### config.mk
export PLATFORM = sky130hd
export DESIGN_NAME = mac_feeder
export DESIGN_NICKNAME = d
export VERILOG_FILES = /design/src/rtl/mac_feeder.sv
export SDC_FILE = /design/constraint.sdc
export NUM_CORES = 1
export LEC_CHECK = 0
export ABC_AREA = 1
export CAP_MARGIN = 25
export CORE_MARGIN = 2
export CORE_UTILIZATION = 45
export DETAILED_ROUTE_END_ITERATION = 8
export GPL_TIMING_DRIVEN = 0
export PLACE_DENSITY = 0.71
export SLEW_MARGIN = 20
export SYNTH_ARGS = -nofsm -noshare
export SYNTH_HDL_FRONTEND = slang
export SYNTH_SLANG_ARGS = --single-unit
### constraint.sdc
create_clock -name clk -period 2.7 [get_ports clk]
set_clock_uncertainty 0.1 [all_clocks]
set_input_delay 0.27 -clock clk [delete_from_list [all_inputs] [get_ports clk]]
set_output_delay 0.27 -clock clk [all_outputs]
set_load 0.05 [all_outputs]
### src/rtl/mac_feeder.sv
// mac_feeder: buffers operand pairs in a small FIFO and sequences a downstream
// MAC (clear, prime, stream, drain) to compute a dot product of len pairs.
module mac_feeder #(
   parameter int DATA_WIDTH = 8,
   parameter int DEPTH      = 8,
   parameter int LEN_WIDTH  = 8
) (
   input  logic                    clk,
   input  logic                    rst_n,
   input  logic                    start,
   input  logic [LEN_WIDTH-1:0]    len,
   input  logic                    in_valid,
   output logic                    in_ready,
   input  logic [DATA_WIDTH-1:0]   in_a,
   input  logic [DATA_WIDTH-1:0]   in_b,
   output logic                    mac_en,
   output logic                    mac_clr,
   output logic [DATA_WIDTH-1:0]   mac_a,
   output logic [DATA_WIDTH-1:0]   mac_b,
   input  logic [3*DATA_WIDTH-1:0] mac_cout,
   output logic                    busy,
   output logic                    done,
   output logic [3*DATA_WIDTH-1:0] result
);

   localparam int AW = $clog2(DEPTH);

   typedef enum logic [2:0] {
      S_IDLE, S_CLEAR, S_PRIME, S_STREAM, S_DRAIN, S_DONE
   } state_t;

   state_t                r_state;
   state_t                w_state_nxt;

   // Operand storage; pointers carry one extra bit to tell full from empty.
   logic [DATA_WIDTH-1:0] r_mem_a [DEPTH];
   logic [DATA_WIDTH-1:0] r_mem_b [DEPTH];
   logic [AW:0]           r_wr_ptr;
   logic [AW:0]           r_rd_ptr;

   logic [LEN_WIDTH-1:0]  r_len;
   logic [LEN_WIDTH-1:0]  r_cnt;
   logic [LEN_WIDTH-1:0]  w_cnt_nxt;

   logic                  w_empty;
   logic                  w_full;
   logic                  w_push;
   logic                  w_pop;
   logic                  w_load_job;
   logic                  w_zero_result;
   logic                  w_capture;
   logic                  w_cnt_inc;

   assign w_empty   = (r_wr_ptr == r_rd_ptr);
   assign w_full    = (r_wr_ptr[AW] != r_rd_ptr[AW]) &&
                      (r_wr_ptr[AW-1:0] == r_rd_ptr[AW-1:0]);
   assign in_ready  = rst_n && !w_full;
   assign w_push    = in_valid && in_ready;
   // Count never exceeds len, so the increment cannot wrap.
   assign w_cnt_nxt = r_cnt + LEN_WIDTH'(1);

   assign busy = (r_state != S_IDLE);
   assign done = (r_state == S_DONE);

   // Operand write port; storage needs no reset since pointers define validity.
   always_ff @(posedge clk) begin
      if (w_push) begin
         r_mem_a[r_wr_ptr[AW-1:0]] <= in_a;
         r_mem_b[r_wr_ptr[AW-1:0]] <= in_b;
      end
   end

   // Control state: FSM, FIFO pointers, job length, element count, result.
   always_ff @(posedge clk) begin
      if (!rst_n) begin
         r_state  <= S_IDLE;
         r_wr_ptr <= '0;
         r_rd_ptr <= '0;
         r_len    <= '0;
         r_cnt    <= '0;
         result   <= '0;
      end else begin
         r_state <= w_state_nxt;
         if (w_push)
            r_wr_ptr <= r_wr_ptr + (AW+1)'(1);
         if (w_pop)
            r_rd_ptr <= r_rd_ptr + (AW+1)'(1);
         if (w_load_job) begin
            r_len <= len;
            r_cnt <= '0;
         end else if (w_cnt_inc) begin
            r_cnt <= w_cnt_nxt;
         end
         if (w_zero_result)
            result <= '0;
         else if (w_capture)
            result <= mac_cout;
      end
   end

   // Next-state and MAC drive; operands only leave the FIFO in STREAM.
   always_comb begin
      w_state_nxt   = r_state;
      w_pop         = 1'b0;
      w_load_job    = 1'b0;
      w_zero_result = 1'b0;
      w_capture     = 1'b0;
      w_cnt_inc     = 1'b0;
      mac_en        = 1'b0;
      mac_clr       = 1'b0;
      mac_a         = '0;
      mac_b         = '0;
      case (r_state)
         S_IDLE: begin
            if (start) begin
               if (len != '0) begin
                  w_load_job  = 1'b1;
                  w_state_nxt = S_CLEAR;
               end else begin
                  w_zero_result = 1'b1;
                  w_state_nxt   = S_DONE;
               end
            end
         end
         S_CLEAR: begin
            mac_clr     = 1'b1;
            w_state_nxt = S_PRIME;
         end
         S_PRIME: begin
            // Enable without data moves the MAC into its accumulate state.
            if (!w_empty) begin
               mac_en      = 1'b1;
               w_state_nxt = S_STREAM;
            end
         end
         S_STREAM: begin
            if (!w_empty) begin
               w_pop     = 1'b1;
               w_cnt_inc = 1'b1;
               mac_en    = 1'b1;
               mac_a     = r_mem_a[r_rd_ptr[AW-1:0]];
               mac_b     = r_mem_b[r_rd_ptr[AW-1:0]];
               if (w_cnt_nxt == r_len)
                  w_state_nxt = S_DRAIN;
            end else begin
               // Underflow drops the MAC back to idle, so it must be re-primed.
               w_state_nxt = S_PRIME;
            end
         end
         S_DRAIN: begin
            w_capture   = 1'b1;
            w_state_nxt = S_DONE;
         end
         S_DONE: begin
            w_state_nxt = S_IDLE;
         end
         default: begin
            w_state_nxt = S_IDLE;
         end
      endcase
   end

endmodule

After elaboration in Yosys (flattened, before gate mapping). Memories as Yosys holds them, arrays and structs flattened. A register that Yosys moved wholly into a read port is not among the register bits. Index checks and enable logic that the tools add are counted.

Flip-flop bits (word level): 51. Memory bits (writable): 128. Bits of input ports: 52. Output and inout bits: 45. Word-level logic and storage cells: 62. Memories kept: 2.

Add/sub/neg operators: 3. Eq/ne operators: 12. Multiplexer cells: 27. Bitwise gates (word level): 1. Reductions and logical operators: 11.

Memory list: r_mem_a (words 8, bits a word 8, read ports 1, clocked after memory_dff 1, write ports 1, RTL line 36) `logic [DATA_WIDTH-1:0] r_mem_a [DEPTH];`; r_mem_b (words 8, bits a word 8, read ports 1, clocked after memory_dff 1, write ports 1, RTL line 37) `logic [DATA_WIDTH-1:0] r_mem_b [DEPTH];`.

Operator list (count): 8-bit two-way mux (4); 3-bit two-way mux (9); 3-bit case mux with 5 select lines (1); 1-bit two-way mux (13); 4-bit by 1-bit adder with 4-bit output, second input constant (2); 8-bit by 1-bit adder with 8-bit output, second input constant (1); 8-bit == test (1); 8-bit nonzero test (1); 3-bit by 2-bit == test with 1-bit output, second input constant (2); 3-bit == test, second input constant (2); 2-bit OR reduction (3); 4-bit == test (1); 2-bit != test, second input constant (2); 3-bit by 1-bit == test with 1-bit output, second input constant (1); 3-bit == test (1); 1-bit logical AND (3); 3-bit logical NOT (1); 3-bit != test, second input constant (1); 3-bit AND reduction (1); 3-bit nonzero test (1); 1-bit logical NOT (1); 1-bit != test (1); 1-bit inverter (1).

Depth between registers and ports, before layout. Gate-level depths: netlist (run 1).

Depth after elaboration: 7. Mapped depth: 13. Depth with buffers taken out: 13.

Worst setup path before layout (run 1). Ideal clock, no wire load.

Path type: register to output. Start: reg (tool-made name). End: out mac_a[0]. Data arrival time: 1.968 ns. Required time: 2.330 ns. Path slack: 0.362 ns. Stages on the path, launching flop included: 8. Buffers on the path: 2. Cell sequence: dfxtp_1 > buf_2 > inv_2 > clkbuf_1 > nor2_1 > o32ai_1 > nand2_1 > a21oi_1.

RTL lines: end: declaration (RTL line 18) `output logic [DATA_WIDTH-1:0] mac_a,`.

==> summary.txt, run 1 <==
Ys flop type: edfxtp_1
Final core occ: 0.575
Mapped Area: 7610 um2
Final non-filler cell total: 1077
Top achievable clock speed: 0.382 GHz
Commonest non-fill, non-tap cell in the layout: edfxtp_1
Fill count: 1423
ANT nets after route: 0
Reg2Reg Setup Slack: 220 ps
Antenna violations before repair: 0
# rows: 47
DIE WIDTH: 134 um
Post-Synthesis Cells: 724
Synth warn: 0
CTS Hold Bufs: 0
DP Wirelength: 12000 um
First-pass GRT wire length: 28500 um
Area grow syn2layout: 25.2%
Synth top area share: 0.505
Via density: 5.24
Post-Place Cells: 1046
Largest net degree at the start of global routing: 17
Relative slew slack: 0.373
Reg clk slew, reported paths: 60 ps
HP Class: input pin to flop
Max VDD drop: 0.514 mV
Cell Area, Placed: 8950 um2
Syn avg cell area: 10.5 um2
Final setup vio count: 0
Final Cycle Share: 0.970
Vias in the first global route: 5507
Pre-CTS WS: -364 ps
Hold path depth: 3
Static leakage: 3.36 nW
CP Data Required Time: 2330 ps
Die area: 18000 um2
Die height: 134 um
Clock H-tree levels: 4
Sequential area share after synthesis: 0.647
CTS tree: done
Vias: 5647
Initial DRC count: 402
# clock sinks: 182
Share of post-route cells with drive strength above 1: 0.155
Async S/R FF share, synth: 0
Port buffer count: 95
GR Util All Layers: 0.206
DR pass1 iterations: 7
RSZ-0062 raised after global routing: false
Total congestion overflow: 0
Final net count: 899
Synth unique cells: 33
Routability cong.: 0.806
R2r worst-path depth: 7
Worst Setup Path Type: flop to primary output
Syn Nets: 779
WL per Instance: 16.7 um
Root Buffer: clkbuf_16
Core area: 16600 um2
Slew @ Worst Pin: 939 ps
Final slew viol count: 0
Reg2reg start: r_rd_ptr[2]$_SDFFE_PN0P_
Io pins: 97
RR Endpoint: r_mem_a[6][7]$_DFFE_PP_
Setup bufs post-CTS: 0
Worst setup slack after layout: 81.6 ps
CP Cell Sequence: buf_2 > inv_2 > buf_4 > nor2_1 > o32ai_1 > nand2_1 > a21oi_1 > clkbuf_4
CP endpoint kind: primary output
Post-synth EDFFs: 128
Final instance area: 9530 um2
Clk_lat worst skew: 430 ps
Crit path max fanout: 10
Hold EP: r_len[3]$_SDFFE_PN0P_
Maximum buffer depth of the clock tree: 2
Startpoint type of the worst setup path: flop
Post-Route WL: 18000 um
Final hold violation count: 0
Initial Util: 0.459
PD cells: 649 nW/um2
Inserted Diodes: 0
Max cap viols: 0
Highest-count cells in the layout ignoring fill and taps: 128 x edfxtp_1, 120 x nor2_1, 110 x nand2_1, 76 x clkdlybuf4s50_1, 54 x dfxtp_1
Status: finished, final reports clean
Seq cells post-synth: 182
Crit path DAT: 2250 ps
Slowest cell on crit path: dfxtp_1
Max incr delay on CP: 300 ps
Hold Path Origin: rst_n
Yosys top cell by area: edfxtp_1
Fin crit period: 2620 ps
Cts bufs inserted: 17
Synth area leaders: edfxtp_1 51%, dfxtp_1 14%, nor2_1 6.3%
# DRC: 0
## through the flow
step / hold slack [ps] / setup TNS [ps] / power, W
after global routing: 99.1 / 0 / 0.00642
after floorplan: 269 / 0 / 0.00357
final: 98.6 / 0 / 0.00618
after global placement: 355 / -36580 / 0.00382
after detailed placement: 356 / -4170 / 0.00383
after CTS: 79.0 / 0 / 0.00622
## synthesized netlist by cell type, types with 4 or more instances
library cell / number
o21ai_1: 8
o21ai_0: 38
edfxtp_1: 128
inv_1: 38
clkbuf_1: 25
a21oi_1: 35
a211oi_2: 5
inv_2: 7
buf_6: 4
o32ai_1: 32
dfxtp_1: 54
nand2_1: 110
nor3_1: 7
buf_2: 5
buf_1: 4
nand3_1: 50
nor2_1: 128
a21oi_2: 20
## area by class of cell
| class | instances | area (um2) | area share |
|---|---|---|---|
| buffer | 37 | 216 | 0.0227 |
| clock buffer | 20 | 478 | 0.0502 |
| clock inverter | 12 | 97.6 | 0.0102 |
| inverter | 45 | 169 | 0.0177 |
| multi-input combinational | 459 | 2370 | 0.249 |
| sequential | 182 | 4920 | 0.517 |
| tap | 220 | 275 | 0.0289 |
| timing repair buffer | 102 | 995 | 0.104 |
## what timing repair did
action	CTS	global route
endpoints found under the setup margin	18	17
resized for setup	87	37
pin swaps	0	0
endpoints found under the hold margin	0	0
## per-layer routing
layer,vias to the layer above,GRT usage,wire (um)
met5,-,0,0
met4,0,0.0433,97
met3,11,0.0631,1330
met2,195,0.351,8800
met1,2664,0.261,7780
li1,2777,-,-
## flip-flops by register name, indices dropped and copies added, names as in the netlist, named ones only
| name | cells |
|---|---|
| result | 24 |
| r_len | 8 |
| r_rd_ptr | 4 |
| r_cnt | 8 |
| r_wr_ptr | 4 |
| r_mem_b | 64 |
| r_state | 3 |
| r_mem_a | 64 |
## where the power goes
group | internal, W | switching (W)
Sequential | 0.00305 | 0.0000405
Combinational | 0.000248 | 0.000436
Clock | 0.00137 | 0.00104
## logic make-up after synthesis
logic type,Yosys count,synth area share
AOI/OAI and AO/OA,143,0.127
adders and majority gates,3,0.00493
DFF,182,0.647
and+or+nand+nor,310,0.171
xor gates and xnor gates,3,0.00345
buffers and inverters,83,0.0457
## how the worst max path moves through the flow
stage / end
2_1_floorplan: mac_a[0]
3_3_place_gp: r_mem_a[1][6]$_DFFE_PP_
3_5_place_dp: mac_b[2]
4_1_cts: mac_b[5]
5_1_grt: mac_a[1]
6_report: mac_b[6]
## critical path, delay by kind of cell (launching register included)
| family | cells | cell delay [ps] |
|---|---|---|
| AO/OA/AOI/OAI | 2 | 480 |
| buffers and inverters | 4 | 850 |
| flip-flops | 1 | 300 |
| AND/OR/NAND/NOR | 2 | 170 |
No activity file was read; power rests on OpenSTA's default activity.
==> inputs of run 2 (changes only) <==
--- a/config.mk
+++ b/config.mk
@@ -6,6 +6,7 @@
 export NUM_CORES = 1
 export LEC_CHECK = 0
 export ABC_AREA = 1
+export ABC_CLOCK_PERIOD_IN_PS = 2450
 export CAP_MARGIN = 25
 export CORE_MARGIN = 2
 export CORE_UTILIZATION = 45
==> constraint.sdc (replaced) <==
create_clock -name clk -period 2.45 [get_ports clk]
set_clock_uncertainty 0.1 [all_clocks]
set_input_delay 0.245 -clock clk [delete_from_list [all_inputs] [get_ports clk]]
set_output_delay 0.245 -clock clk [all_outputs]
set_load 0.05 [all_outputs]
==> summary.txt, run 2 (same netlist as run 1, synthesis figures left out) <==
DP Wirelength: 12000 um (unchanged)
Final net count: 902 (was 899)
Slowest cell on crit path: nor2_2 (was dfxtp_1)
Share of post-route cells with drive strength above 1: 0.176 (was 0.155)
Vias: 5710 (was 5647)
Final slew viol count: 0 (unchanged)
Initial Util: 0.459 (unchanged)
Commonest non-fill, non-tap cell in the layout: edfxtp_1 (unchanged)
Cell Area, Placed: 8950 um2 (unchanged)
RR Endpoint: r_mem_a[3][0]$_DFFE_PP_ (was r_mem_a[6][7]$_DFFE_PP_)
Total Power: 0.00683 W (was 0.00618 W)
ANT nets after route: 0 (unchanged)
Largest net degree at the start of global routing: 17 (unchanged)
End of the critical path: r_mem_a[3][0]$_DFFE_PP_ (was mac_b[6])
# clock sinks: 182 (unchanged)
Fill count: 1400 (was 1423)
Io pins: 97 (unchanged)
Post-Route WL: 18100 um (was 18000 um)
Startpoint type of the worst setup path: flop (unchanged)
DIE WIDTH: 134 um (unchanged)
Final hold violation count: 0 (unchanged)
CTS Hold Bufs: 0 (unchanged)
Cts bufs inserted: 17 (unchanged)
Clk_lat worst skew: 430 ps (about the same)
Reg2Reg Setup Slack: 40 ps (was 220 ps)
CP endpoint kind: flop (was primary output)
RSZ-0062 raised after global routing: true (was false)
Final Cycle Share: 0.983
Via density: 5.29 (was 5.24)
WL per Instance: 16.7 um (about the same)
Die area: 18000 um2 (unchanged)
First-pass GRT wire length: 28600 um (was 28500 um)
Fin crit period: 2410 ps
Highest-count cells in the layout ignoring fill and taps: 128 x edfxtp_1, 120 x nor2_1, 110 x nand2_1, 75 x clkdlybuf4s50_1 (was 128 x edfxtp_1, 120 x nor2_1, 110 x nand2_1, 76 x clkdlybuf4s50_1, 54 x dfxtp_1)
Final setup vio count: 0 (unchanged)
HP Class: input pin to flop (unchanged)
Routability cong.: 0.806 (unchanged)
Vias in the first global route: 5531 (was 5507)
Initial DRC count: 503 (was 402)
Worst Setup SP: r_rd_ptr[2]$_SDFFE_PN0P_
Top achievable clock speed: 0.415 GHz
Final instance area: 9680 um2 (was 9530 um2)
Maximum buffer depth of the clock tree: 2 (unchanged)
Clock H-tree levels: 4 (unchanged)
Status: finished, final reports clean (unchanged)
Area grow syn2layout: 27.2% (was 25.2%)
Core area: 16600 um2 (unchanged)
Port buffer count: 95 (unchanged)
Antenna violations before repair: 0 (unchanged)
Inserted Diodes: 0 (unchanged)
Max cap viols: 0 (unchanged)
Slew @ Worst Pin: 611 ps (was 939 ps)
Post-Place Cells: 1046 (unchanged)
Static leakage: 3.40 nW (was 3.36 nW)
Die height: 134 um (unchanged)
DR pass1 iterations: 5 (was 7)
Max incr delay on CP: 530 ps (was 300 ps)
Most common cell on crit path: nand2_1
Relative slew slack: 0.593 (was 0.373)
CTS tree: done (unchanged)
R2r worst-path depth: 8 (was 7)
GR Util All Layers: 0.207 (was 0.206)
Max VDD drop: 0.565 mV (was 0.514 mV)
Reg clk slew, reported paths: 70 ps (was 60 ps)
PD cells: 706 nW/um2 (was 649 nW/um2)
Reg2reg start: r_rd_ptr[2]$_SDFFE_PN0P_ (unchanged)
CP Cell Sequence: xor2_1 > nor2_1 > nand2_1 > nand2_1 > nor2_2 > nand2_1 > nor2_2 > buf_8 (was buf_2 > inv_2 > buf_4 > nor2_1 > o32ai_1 > nand2_1 > a21oi_1 > clkbuf_4)
Crit path DAT: 2450 ps (was 2250 ps)
CP Data Required Time: 2490 ps (was 2330 ps)
Crit path max fanout: 9 (was 10)
Root Buffer: clkbuf_16 (unchanged)
# rows: 47 (unchanged)
# DRC: 0 (unchanged)
Final non-filler cell total: 1080 (was 1077)
Total congestion overflow: 0 (unchanged)
Worst Setup Path Type: flop to flop (was flop to primary output)
==> run 2: cell count changes in the layout (fill, tap and decap cells not counted), moves of 3 or more <==
| cell | delta |
|---|---|
| a21oi_1 | -4 |
| a21oi_2 | +4 |
| buf_2 | -6 |
| buf_4 | +9 |
| buf_6 | +8 |
| clkbuf_4 | -6 |
| clkbuf_8 | +3 |
| dfxtp_1 | -4 |
| dfxtp_2 | +4 |
| nor2_2 | -4 |
| nor2_4 | +4 |
==> run 2: power by group <==
group	total [W]	switching [W]	internal, W
Sequential	0.00340	0.0000454	0.00336
Combinational	0.000774	0.000489	0.000285
Clock	0.00265	0.00114	0.00151
==> run 2: layer usage <==
layer	vias to the layer above	track usage	routed length (um)
li1	2786	-	-
met1	2721	0.263	7810
met5	-	0	0
met4	0	0.0433	175
met2	181	0.350	8860
met3	22	0.0627	1210
==> run 2: cell type report <==
class,count,area [um2],share of cell area
clock inverters,12,97.6,0.0101
inverters,45,174,0.0180
repair buffers,105,1030,0.106
plain buffers,37,275,0.0284
well taps,220,275,0.0284
multi-input cells,459,2420,0.250
flip-flops and latches,182,4930,0.509
clock buffers,20,478,0.0494
==> run 2: through the flow <==
stage / setup TNS, ps / hold slack, ps / utilization / setup slack (ps)
finish: 0 / 75.2 / 0.584 / 41.1
global route: -1350 / 74.1 / 0.584 / -85.9
CTS: -24.8 / 54.0 / 0.576 / -22.3
detailed placement: -8030 / 356 / 0.540 / -589
global placement: -72430 / 355 / 0.533 / -633
floorplan: 0 / 244 / - / 137
==> run 2: repair_timing <==
action                     4_1_cts  5_1_grt
setup buffers                    0        3
resized for setup              132       46
pin swaps                        0        2
setup endpoints to repair       36       55
gates cloned                     0        0
==> run 2: critical path: cells and delay by family (launching register included) <==
family	cells	cell delay [ps]
simple gates	6	1190
flops	1	430
buf+inv	1	230
xor+xnor	1	170
==> run 2: worst min-delay path by stage <==
| stage | start | endpoint | slack (ps) | depth (start not counted) |
|---|---|---|---|---|
| detailed placement | result[22]$_SDFFE_PP0P_ | result[22]$_SDFFE_PP0P_ | 360 | 2 |
| global placement | result[21]$_SDFFE_PP0P_ | result[21]$_SDFFE_PP0P_ | 360 | 2 |
| floorplan | in_a[0] | r_mem_a[0][0]$_DFFE_PP_ | 240 | 0 |
| finish | rst_n | r_len[3]$_SDFFE_PN0P_ | 80 | 3 |
| global route | rst_n | r_len[3]$_SDFFE_PN0P_ | 70 | 3 |
| CTS | rst_n | r_len[3]$_SDFFE_PN0P_ | 50 | 3 |
